--- config.mk ---
export PLATFORM = sky130hd
export DESIGN_NAME = rle_dec_param
export DESIGN_NICKNAME = d
export VERILOG_FILES = /design/src/rtl/rle_dec_param.sv
export SDC_FILE = /design/constraint.sdc
export NUM_CORES = 1
export LEC_CHECK = 0
export BUFFER_PORTS_ARGS = -buffer_cell sky130_fd_sc_hd__buf_2
export CAP_MARGIN = 20
export CORE_MARGIN = 5
export CORE_UTILIZATION = 55
export DETAILED_ROUTE_END_ITERATION = 16
export MAX_ROUTING_LAYER = met4
export PLACE_DENSITY = 0.92
export SKIP_LAST_GASP = 1
export SLEW_MARGIN = 20
export SYNTH_ARGS = -nofsm -noshare
export SYNTH_HDL_FRONTEND = slang
export SYNTH_SLANG_ARGS = --single-unit
--- constraint.sdc ---
create_clock -name clk -period 4.1 [get_ports clk]
set_input_delay 0.615 -clock clk [delete_from_list [all_inputs] [get_ports clk]]
set_output_delay 0.615 -clock clk [all_outputs]
set_load 0.03 [all_outputs]
--- src/rtl/rle_dec_param.sv ---
// Run-length decoder: expands {symbol, count, last} run words into a stream of
// {symbol, last} words, one per cycle, with a single registered output stage.
module rle_dec_param #(
  parameter int unsigned SYMBOL_WIDTH = 1,
  parameter int unsigned COUNT_WIDTH  = 4,
  parameter int unsigned ZERO_MODE    = 0
) (
  input  logic                                   clk,
  input  logic                                   reset,
  input  logic [SYMBOL_WIDTH+COUNT_WIDTH+1-1:0]  in_data,
  input  logic                                   in_vld,
  output logic                                   in_rdy,
  output logic [SYMBOL_WIDTH+1-1:0]              out_data,
  output logic                                   out_vld,
  input  logic                                   out_rdy,
  output logic                                   busy
);

  localparam int unsigned IN_W  = SYMBOL_WIDTH + COUNT_WIDTH + 1;
  localparam int unsigned OUT_W = SYMBOL_WIDTH + 1;
  localparam int unsigned REM_W = COUNT_WIDTH + 1;

  typedef enum logic {
    IDLE = 1'b0,
    RUN  = 1'b1
  } state_t;

  state_t                   state_q, state_d;
  logic [REM_W-1:0]         rem_q, rem_d;
  logic [SYMBOL_WIDTH-1:0]  sym_q, sym_d;
  logic                     last_q, last_d;
  logic [OUT_W-1:0]         out_data_q, out_data_d;
  logic                     out_vld_q, out_vld_d;

  logic [SYMBOL_WIDTH-1:0]  in_sym;
  logic [COUNT_WIDTH-1:0]   in_count;
  logic                     in_last;
  logic [REM_W-1:0]         in_n_m1;
  logic                     out_free;
  logic                     in_fire;

  assign in_sym   = in_data[IN_W-1 -: SYMBOL_WIDTH];
  assign in_count = in_data[COUNT_WIDTH:1];
  assign in_last  = in_data[0];

  // Symbols of the captured run still to be loaded after the first one.
  always_comb begin
    in_n_m1 = '0;
    if (in_count == '0) begin
      if (ZERO_MODE != 0) in_n_m1 = {1'b0, {COUNT_WIDTH{1'b1}}};
    end else begin
      in_n_m1 = REM_W'(in_count) - REM_W'(1);
    end
  end

  assign out_free = !out_vld_q || out_rdy;
  assign in_rdy   = !reset && (rem_q == '0) && out_free;
  assign in_fire  = in_vld && in_rdy;

  assign out_data = out_data_q;
  assign out_vld  = out_vld_q;
  assign busy     = (rem_q != '0) || out_vld_q;

  always_ff @(posedge clk) begin
    if (reset) begin
      state_q    <= IDLE;
      rem_q      <= '0;
      sym_q      <= '0;
      last_q     <= 1'b0;
      out_data_q <= '0;
      out_vld_q  <= 1'b0;
    end else begin
      state_q    <= state_d;
      rem_q      <= rem_d;
      sym_q      <= sym_d;
      last_q     <= last_d;
      out_data_q <= out_data_d;
      out_vld_q  <= out_vld_d;
    end
  end

  // The input transfer loads the first symbol directly, so runs chain without bubbles.
  always_comb begin
    state_d    = state_q;
    rem_d      = rem_q;
    sym_d      = sym_q;
    last_d     = last_q;
    out_data_d = out_data_q;
    out_vld_d  = out_vld_q;

    if (out_free) out_vld_d = 1'b0;

    case (state_q)
      IDLE: begin
        if (in_fire) begin
          sym_d      = in_sym;
          last_d     = in_last;
          rem_d      = in_n_m1;
          out_data_d = {in_sym, in_last && (in_n_m1 == '0)};
          out_vld_d  = 1'b1;
          if (in_n_m1 != '0) state_d = RUN;
        end
      end
      RUN: begin
        if (out_free && (rem_q != '0)) begin
          rem_d      = rem_q - REM_W'(1);
          out_data_d = {sym_q, last_q && (rem_q == REM_W'(1))};
          out_vld_d  = 1'b1;
          if (rem_q == REM_W'(1)) state_d = IDLE;
        end
      end
      default: state_d = IDLE;
    endcase
  end

endmodule

==> flow_summary.ini <==
[status]
status = complete, no violations

[detailed_routing]
wl_mm = 1.79
postRouteAntennaNets = 0
wl_met3_um = 144
via_per_inst = 6.37
wl_met2_um = 870
drc = 0
route.top_layer_used = met4
met1Wirelength_um = 736
vias = 732
wl_per_cell_um = 15.5
drtIter0Drc = 25
drtPass1Iterations = 4

[synth]
synth-async-reset-ratio = 0
ys_ff_latch = 11
syn_inst = 87
synth_fp_nets = 100
avgSynthCellArea_um2 = 8.77
yosys_warnings = 0
synthesis.area_um2 = 763
yosys.area_share.xor_xnor = 0.0115
synthSimpleGateAreaFrac = 0.259
synth_fa_ha_area_frac = 0.0492
synth_enable_flop_cells = 0
synth_top_family_by_area = compound AO/OA/AOI/OAI gates
ys_seq_area_frac = 0.289
synth.mux.area_fraction = 0.0525
yosysUniqueCellTypes = 40
synth-main-ff-cell = dfxtp_1
synth-compound-area-share = 0.262

[finish]
multiInputGateArea_um2 = 484
num_antenna_cells = 0
fillers = 119
seqCellArea_um2 = 220
drive_gt1_frac = 0.240
fin_nets = 114
area_growth_pct = 9.84

[sta]
hold_viol = 0
holdWs_ns = 0.484
worst_pin_slew_ns = 0.684
slew_viol_final = 0
grt_setup_unrepaired = no
fmax_ghz = 0.403
tns_ns = 0
fin_crit_sh = 0.605
setup_violations = 0
period_needed_ns = 2.48
finClkSkew_ns = 0.00962
slew_headroom = 0.531

[pwr]
swShare = 0.443
peakVddDrop_mv = 0.264
clkPwrFrac = 0.160
p_seq_frac = 0.339
cellPowerDensity_nw_per_um2 = 564
power.switching_mw = 0.210
p_int_mw = 0.263
combPwrFrac = 0.501
leakage_nw = 0.328

[die]
row_count = 13
num_io_pins = 15
fp.dieArea_um2 = 2230
core_um2 = 1300
die_x_um = 47.3
die_h_um = 47.3
start_util = 0.587

[worst_setup_path]
crit_arrival_ns = 1.87
crit_required_ns = 3.48
criticalPathCategory = flop to output pin
crit_path_end_kind = output pin
worstSetupStartpointType = flop
cp_max_fo = 6

[clock_tree]
post-cts-setup-buffer-count = 0
cts_made_buffers = 3
cts_tree = built
clk_path_buf_depth = 2
cts_hold_buf = 0
clock_sinks = 11
clock_latency_ns = 0.27
post_cts_resized = 0
ctsRootBufferMaster = clkbuf_4
cts.reportedPaths.clkPinSlew_ns = 0.08
ctsHtreeMaxLevel = 1

[grt]
grt-ovfl-total = 0
globalRouteTotalUtil = 0.194
grt_pass1_wl_mm = 2.96
grt_max_degree = 18
grt_pass1_vias = 682
antenna_found_initial = 0

[place]
hpwl_mm = 1.34
io_buffer_count = 14
gp_congestion = 0.811

[worst_hold_path]
hold_path.class = flop to flop

[job]
max_cap_viol_count = 0
-- path summary, 6_finish.rpt --
kind                                  from                        to  slack [ns]  cells after the start
setup / recovery     rem_q[0]$_SDFFE_PP0P_                    in_rdy        1.62                      5
setup reg to reg     rem_q[0]$_SDFFE_PP0P_     rem_q[4]$_SDFFE_PP0P_        1.97                      6
hold / removal    out_data[0]$_SDFFE_PP0P_  out_data[0]$_SDFFE_PP0P_        0.48                      2
hold reg to reg   out_data[0]$_SDFFE_PP0P_  out_data[0]$_SDFFE_PP0P_        0.48                      2
-- registers in the layout (all words and copies together) (netlist names) --
name and cells:
out_vld 1, rem_q 5, state_q 1, out_data 2
sym_q 1, last_q 1
-- critical path, stage by stage, from the launching register on --
cell	delay [ns]
dfxtp_1	0.37
inv_1	0.11
ha_1	0.20
or4b_4	0.52
nor3_1	0.19
buf_2	0.22
-- routing by layer --
metal | GRT usage | up-vias
met5 | - | -
met4 | 0.0939 | 0
met3 | 0.0498 | 6
met2 | 0.283 | 30
met1 | 0.245 | 338
li1 | - | 358
-- cell usage in the layout (no fill, tap or decap), types with 2 or more instances in the layout --
cell type,count
nor3_1,6
mux2i_1,4
a21oi_1,7
ha_1,3
buf_2,14
nor2_1,6
nand2_1,3
clkbuf_4,3
o211ai_1,2
nand2b_1,2
dfxtp_1,11
o21ai_0,5
o31ai_1,2
a311oi_1,2
or2b_1,2
inv_1,5
-- synth_stat cells, types with 2 or more instances --
library cell  instances  area share
nand2_1               3       0.015
inv_1                 5       0.025
o21ai_0               5       0.033
dfxtp_1              11        0.29
nor2_1                6       0.030
nor3_1                6       0.039
o211ai_1              2       0.020
nand2b_1              2       0.016
mux2i_1               4       0.052
or2b_1                2       0.020
a21oi_1               7       0.046
clkbuf_1              2      0.0098
ha_1                  3       0.049
a311oi_1              2       0.023
o31ai_1               2       0.020
-- final cells by class --
type                       count  share of cell area
multi-input combinational     66               0.578
sequential                    11               0.263
timing repair buffer          14              0.0836
clock buffer                   4              0.0313
inverter                       5              0.0224
tap                           15              0.0224
-- through the flow --
stage / worst slack [ns] / area, um^2 / total power, mW / util / cells
finish: 1.62 / 838 / 0.473 / 0.644 / 115
global route: 1.55 / 838 / 0.506 / 0.644 / 115
CTS: 1.61 / 838 / 0.475 / 0.644 / 115
detailed placement: 1.92 / 812 / 0.396 / 0.624 / 111
global placement: 1.98 / 812 / 0.387 / 0.624 / 111
floorplan: 1.69 / 763 / 0.350 / - / 87
-- logic make-up (layout without fill, tap and decap cells) --
kind of cell,Yosys count,count (layout)
AOI/OAI and AO/OA,28,28
xor gates and xnor gates,1,1
muxes,4,4
and+or+nand+nor,30,30
adders and majority gates,3,3
buffers and inverters,10,23
DFF,11,11
-- power groups by stage --
stage	sequential, mW	clock, mW	combinational [mW]
6_report	0.161	0.0755	0.237
5_1_grt	0.165	0.0846	0.257
4_1_cts	0.159	0.0792	0.236
3_5_place_dp	0.162	0	0.234
3_3_place_gp	0.159	0	0.228
2_1_floorplan	0.153	0	0.196
(Power assumes the default switching activity.)
